`src/rtl/sprite_datapath.sv`:
```
// ---------------------------------------------------------------------------
// sprite_datapath
//   Square sprite generator for a VGA frame-buffer adapter. Keeps the sprite
//   origin and its bounce direction on each axis. While wren is high it sweeps
//   the SIZE x SIZE sprite row-major, emitting one registered pixel per cycle.
//
// Parameters
//   SIZE     sprite side in pixels (power of two, 2..16)
//   X_START  x origin loaded on reset / init
//   Y_START  y origin loaded on reset / init
//   X_MAX    screen width  (X_START + SIZE <= X_MAX)
//   Y_MAX    screen height (Y_START + SIZE <= Y_MAX)
//
// Ports
//   clk         single clock, all state on the rising edge
//   resetn      synchronous reset, active HIGH despite the name
//   init        reload origin and set both directions to increasing
//   move        one-cycle strobe: step the origin one pixel on each axis
//   wren        sweep enable: one sprite pixel per cycle
//   draw_color  colour for emitted pixels (000 erases)
//   x, y        registered pixel coordinate
//   colour      registered pixel colour
//   plot        registered pixel write strobe
//   finish      combinational: the last pixel of the sweep is issued this cycle
// ---------------------------------------------------------------------------
module sprite_datapath #(
  parameter int SIZE    = 4,
  parameter int X_START = 0,
  parameter int Y_START = 0,
  parameter int X_MAX   = 160,
  parameter int Y_MAX   = 120
) (
  input  logic       clk,
  input  logic       resetn,
  input  logic       init,
  input  logic       move,
  input  logic       wren,
  input  logic [2:0] draw_color,
  output logic [7:0] x,
  output logic [6:0] y,
  output logic [2:0] colour,
  output logic       plot,
  output logic       finish
);

  localparam int LW = $clog2(SIZE);
  localparam int CW = 2 * LW;

  // SIZE is a power of two, so the final sweep index is all ones.
  localparam logic [CW-1:0] CNT_LAST = {CW{1'b1}};
  localparam logic [7:0]    X0       = 8'(X_START);
  localparam logic [6:0]    Y0       = 7'(Y_START);
  localparam logic [8:0]    XLIM     = 9'(X_MAX);
  localparam logic [8:0]    YLIM     = 9'(Y_MAX);
  localparam logic [8:0]    SZ       = 9'(SIZE);

  logic [7:0]    pos_x;
  logic [6:0]    pos_y;
  logic          dir_x;
  logic          dir_y;
  logic [CW-1:0] cnt;

  logic [LW-1:0] dx;
  logic [LW-1:0] dy;

  logic [7:0]    x_p1;
  logic [6:0]    y_p1;
  logic [2:0]    colour_p1;
  logic          vld_p1;

  // Bounce on the x axis. Returns {dir_next, pos_next}. Reaching the far edge
  // (sprite's right side touching the screen edge) reverses and steps back in
  // the same cycle, so the sprite never leaves the screen.
  function automatic logic [8:0] step_x(input logic [7:0] pos, input logic dir);
    logic [8:0] far;
    far = {1'b0, pos} + SZ;
    if (dir && (far == XLIM))
      return {1'b0, pos - 8'd1};
    else if (!dir && (pos == 8'd0))
      return {1'b1, pos + 8'd1};
    else if (dir)
      return {1'b1, pos + 8'd1};
    else
      return {1'b0, pos - 8'd1};
  endfunction

  // Same bounce rule for the 7-bit y axis. Returns {dir_next, pos_next}.
  function automatic logic [7:0] step_y(input logic [6:0] pos, input logic dir);
    logic [8:0] far;
    far = {2'b00, pos} + SZ;
    if (dir && (far == YLIM))
      return {1'b0, pos - 7'd1};
    else if (!dir && (pos == 7'd0))
      return {1'b1, pos + 7'd1};
    else if (dir)
      return {1'b1, pos + 7'd1};
    else
      return {1'b0, pos - 7'd1};
  endfunction

  // Sweep counter: low half is the column, high half the row, so the column
  // runs fastest and the sweep is row-major.
  assign dx = cnt[LW-1:0];
  assign dy = cnt[CW-1:LW];

  assign finish = wren & (cnt == CNT_LAST) & ~resetn;

  // ---- stage p0 -> p1: origin/direction update and pixel register --------
  always_ff @(posedge clk) begin
    if (resetn) begin
      pos_x     <= X0;
      pos_y     <= Y0;
      dir_x     <= 1'b1;
      dir_y     <= 1'b1;
      cnt       <= '0;
      x_p1      <= '0;
      y_p1      <= '0;
      colour_p1 <= '0;
      vld_p1    <= 1'b0;
    end else begin
      // Pixel uses the origin as it stood before any move in this cycle.
      if (wren) begin
        x_p1      <= pos_x + {{(8-LW){1'b0}}, dx};
        y_p1      <= pos_y + {{(7-LW){1'b0}}, dy};
        colour_p1 <= draw_color;
        vld_p1    <= 1'b1;
        cnt       <= cnt + CW'(1);
      end else begin
        cnt    <= '0;
        vld_p1 <= 1'b0;
      end

      if (init) begin
        pos_x <= X0;
        pos_y <= Y0;
        dir_x <= 1'b1;
        dir_y <= 1'b1;
      end else if (move) begin
        {dir_x, pos_x} <= step_x(pos_x, dir_x);
        {dir_y, pos_y} <= step_y(pos_y, dir_y);
      end
    end
  end

  // ---- stage p1: registered outputs -------------------------------------
  assign x      = x_p1;
  assign y      = y_p1;
  assign colour = colour_p1;
  assign plot   = vld_p1;

endmodule

```
`config.mk`:
```
export PLATFORM = sky130hd
export DESIGN_NAME = sprite_datapath
export DESIGN_NICKNAME = d
export VERILOG_FILES = /design/src/rtl/sprite_datapath.sv
export SDC_FILE = /design/constraint.sdc
export NUM_CORES = 1
export LEC_CHECK = 0
export CORE_MARGIN = 4
export CORE_UTILIZATION = 43
export CTS_BUF_LIST = sky130_fd_sc_hd__clkbuf_8
export DETAILED_ROUTE_END_ITERATION = 12
export GPL_TIMING_DRIVEN = 0
export SLEW_MARGIN = 30
export SYNTH_ARGS = -nofsm -noshare
export SYNTH_HDL_FRONTEND = slang
export SYNTH_SLANG_ARGS = --single-unit
```
`constraint.sdc`:
```
create_clock -name clk -period 2.3 [get_ports clk]
set_input_delay 0.345 -clock clk [delete_from_list [all_inputs] [get_ports clk]]
set_output_delay 0.345 -clock clk [all_outputs]
set_load 0.1 [all_outputs]
```
==> summary.md <==
| Metric | Value |
|---|---|
| FILL cells | 510 |
| Antenna-violating nets left | 0 |
| Worst reg-to-reg path cell count | 8 |
| CTS tree | built |
| Period utilization | a little over nine tenths |
| CP required | 1960 ps |
| Max VDD drop | 0.000379 V |
| Syn Inst Count | 267 |
| Sequential area share after synthesis | 35.4% |
| Place WS | -435 ps |
| Post-synth EDFFs | 0 |
| Global route overflow | 0 |
| Max transition margin | about a third |
| Critical path fanouts, max | 5 |
| Pleak | around 1.0 nW |
| Setup TNS | 0 ps |
| Global-route wire length before repair | 8710 microns |
| # rows | 26 |
| P&R area growth vs syn | 19.9% |
| CTS root buffer | clkbuf_8 |
| Setup Viol. Count Final | 0 |
| Met1 global-route usage | 22.8% |
| Register-to-register setup slack | 160 ps |
| Leading cell type by number of instances after synthesis | dfxtp_1 |
| RePlAce Congestion | 0.838 |
| Yosys reg bits | 40 |
| Share of the synthesized area in the top cell type | 35.4% |
| Hold Vio Cnt, Final | 0 |
| Clock insertion delay at the later pin of the skew report | 290 ps |
| Max-slew violations | 0 |
| Htree depth | 2 |
| Slowest-stage cell, CP | clkdlybuf4s15_2 |
| Worst Clk Skew | 5.66 ps |
| Core area | 5110 sq um |
| M3 GR Usage | 3.70% |
| Type of element capturing the critical path | output pin |
| Routed wire length | 5070 microns |
| Top area cells in the synthesized netlist | dfxtp_1, ha_1, nor2_1, nor3_1, mux2i_1 |
| Min Tclk post-route | roughly 2200 ps |
| M2 GR Usage | 27.3% |
| Crit path DAT | 1840 ps |
| Die H | 80.6 microns |
| Worst-Margin Slew | 979 ps |
| Via/cell ratio | approximately 5.3 |
| Syn avg cell area | 8.48 sq um |
| Residual DRC count | 0 |
| WS Path Type | input port to output pin |
| Clock tree buffer depth | 2 |
| Total clock sinks | 40 |
| Vias in the first global route | 1811 |
| Syn Nets | 288 |
| N_diodes | 0 |
| Maxcap violations | 0 |
| WL per Instance | 13.7 microns |
| Worst setup margin | 117 ps |
| CP max stage delay | 570 ps |
| Worst path cell trace | clkdlybuf4s50_1, nand2b_1, nor2_1, clkdlybuf4s15_2 |
| Hold Path Cell Cnt | 1 |
| # nets final | 322 |
| Synth Warn # | 0 |
| Synth Flop Type | dfxtp_1 |
| GR peak layer | met2 |
| Die X | 80.6 microns |
| Crit start category | input port |
| Yosys cell types | 46 |
| Status | finished, final reports clean |
| Design area | 2720 sq um |
| Worst min path class | flop to flop |
| P per Cell Area | 536 nW/um^2 |
| Largest delay share family, worst path | buffers and inverters |
| Largest net degree at the start of global routing | 13 |
| CTS buffer count | 5 |
| Vias | between 1500 and 2000 |
| DP HPWL | 3750 microns |
| GRT Total Usage | 17.1% |
| Leading area contributor after synthesis | dfxtp_1 |
| Die area | 6490 sq um |
| DRT iter0 DRCs | 95 |
| Max Clock Freq | roughly 460 MHz |
| Ports | 28 |
| Buf/Inv on CP | 2 |
| Initial antenna violation count | 0 |
| Asr flop ratio synth | 0% |
| RSZ-0062 raised after global routing | false |
| Initial DRT Pass Iterations | 4 |
| Mapped cell area | around 2300 sq um |
| CTS clk-pin slew, worst paths | 70 ps |
| Synth cell count leaders | dfxtp_1, nor2_1, nor3_1, nand2_1, ha_1 |
| Port Buf Inserts | 27 |
| Initial Util | 44.3% |
| Placed Area | roughly 2600 sq um |
| Critical Path Stages | 4 |
| Share of cells above drive strength 1 | 11.0% |
[worst register-to-register path, stage by stage, from the launching register on]
cell	delay [ps]
dfxtp_2	360
inv_1	90
ha_1	170
or3b_4	410
or3_1	340
buf_2	180
a211oi_2	210
o21ai_0	100
nor3b_2	160
[metrics by stage]
stage	util [%]	hold WS (ps)	total power, mW	instances
after floorplan	-	433	0.941	267
after global placement	51.3	452	1.01	364
after detailed placement	51.3	460	1.01	364
after CTS	53.0	478	1.47	371
after global routing	53.2	501	1.52	371
final	53.2	468	1.46	371
[area by class of cell]
cell class,count,area (sq um),share of cell area [%]
buffer,16,81.3,2.99
clock buffer,5,68.8,2.53
clock inverter,2,12.5,0.461
inverter,10,37.5,1.38
multi-input combinational,201,1350,49.8
sequential,40,803,29.6
tap,70,87.6,3.22
timing repair buffer,27,272,10.0
[cells in the final DEF (no fill, tap or decap), types with 8 or more instances in the layout]
master and count:
dfxtp_1 38, nor2_1 29, clkdlybuf4s50_1 26, nor3_1 21, nand2_1 19, ha_1 11
o21ai_0 10, inv_1 9, mux2i_1 9, a21oi_1 9, or3_1 8, xnor2_1 8
[routing by layer]
layer / up-vias / wire, microns
met5: - / 0
met4: 0 / 78
met3: 7 / 190
met2: 34 / 2390
met1: 917 / 2420
li1: 1023 / -
[final timing paths]
path | startpoint | end
worst min-delay path | cnt[0]$_SDFF_PP0_ | cnt[0]$_SDFF_PP0_
worst max register to register | pos_x[0]$_SDFFE_PP0P_ | pos_x[6]$_SDFFE_PP0P_
worst max-delay path | resetn | finish
worst min register to register | cnt[0]$_SDFF_PP0_ | cnt[0]$_SDFF_PP0_
[registers in the layout, indices dropped and copies added (netlist names)]
register and count:
cnt 4, colour 3, dir_x 1, dir_y 1, plot 1, pos_x 8
pos_y 7, x 8, y 7
[where the power goes]
| group | switching (mW) | total (mW) | internal, mW |
|---|---|---|---|
| clock | 0.256 | 0.462 | 0.206 |
| sequential | 0.0152 | 0.728 | 0.713 |
| combinational | 0.187 | 0.265 | 0.0779 |
[what timing repair did]
item | 4_1_cts | 5_1_grt
buffers inserted | 0 | 0
cloned | 0 | 0
hold buffers | 0 | 0
resized for setup | 3 | 5
endpoints found under the setup margin | 1 | 9
[logic make-up (layout without fill, tap and decap cells)]
family / Yosys count / count (layout) / synth area share [%]
muxes: 9 / 9 / 3.98
and+or+nand+nor: 115 / 115 / 27.2
adders and majority gates: 13 / 13 / 7.85
xor gates and xnor gates: 13 / 13 / 5.03
AOI/OAI and AO/OA: 51 / 51 / 15.4
DFF: 40 / 40 / 35.4
buffers and inverters: 26 / 60 / 5.25
(Power assumes the default switching activity.)
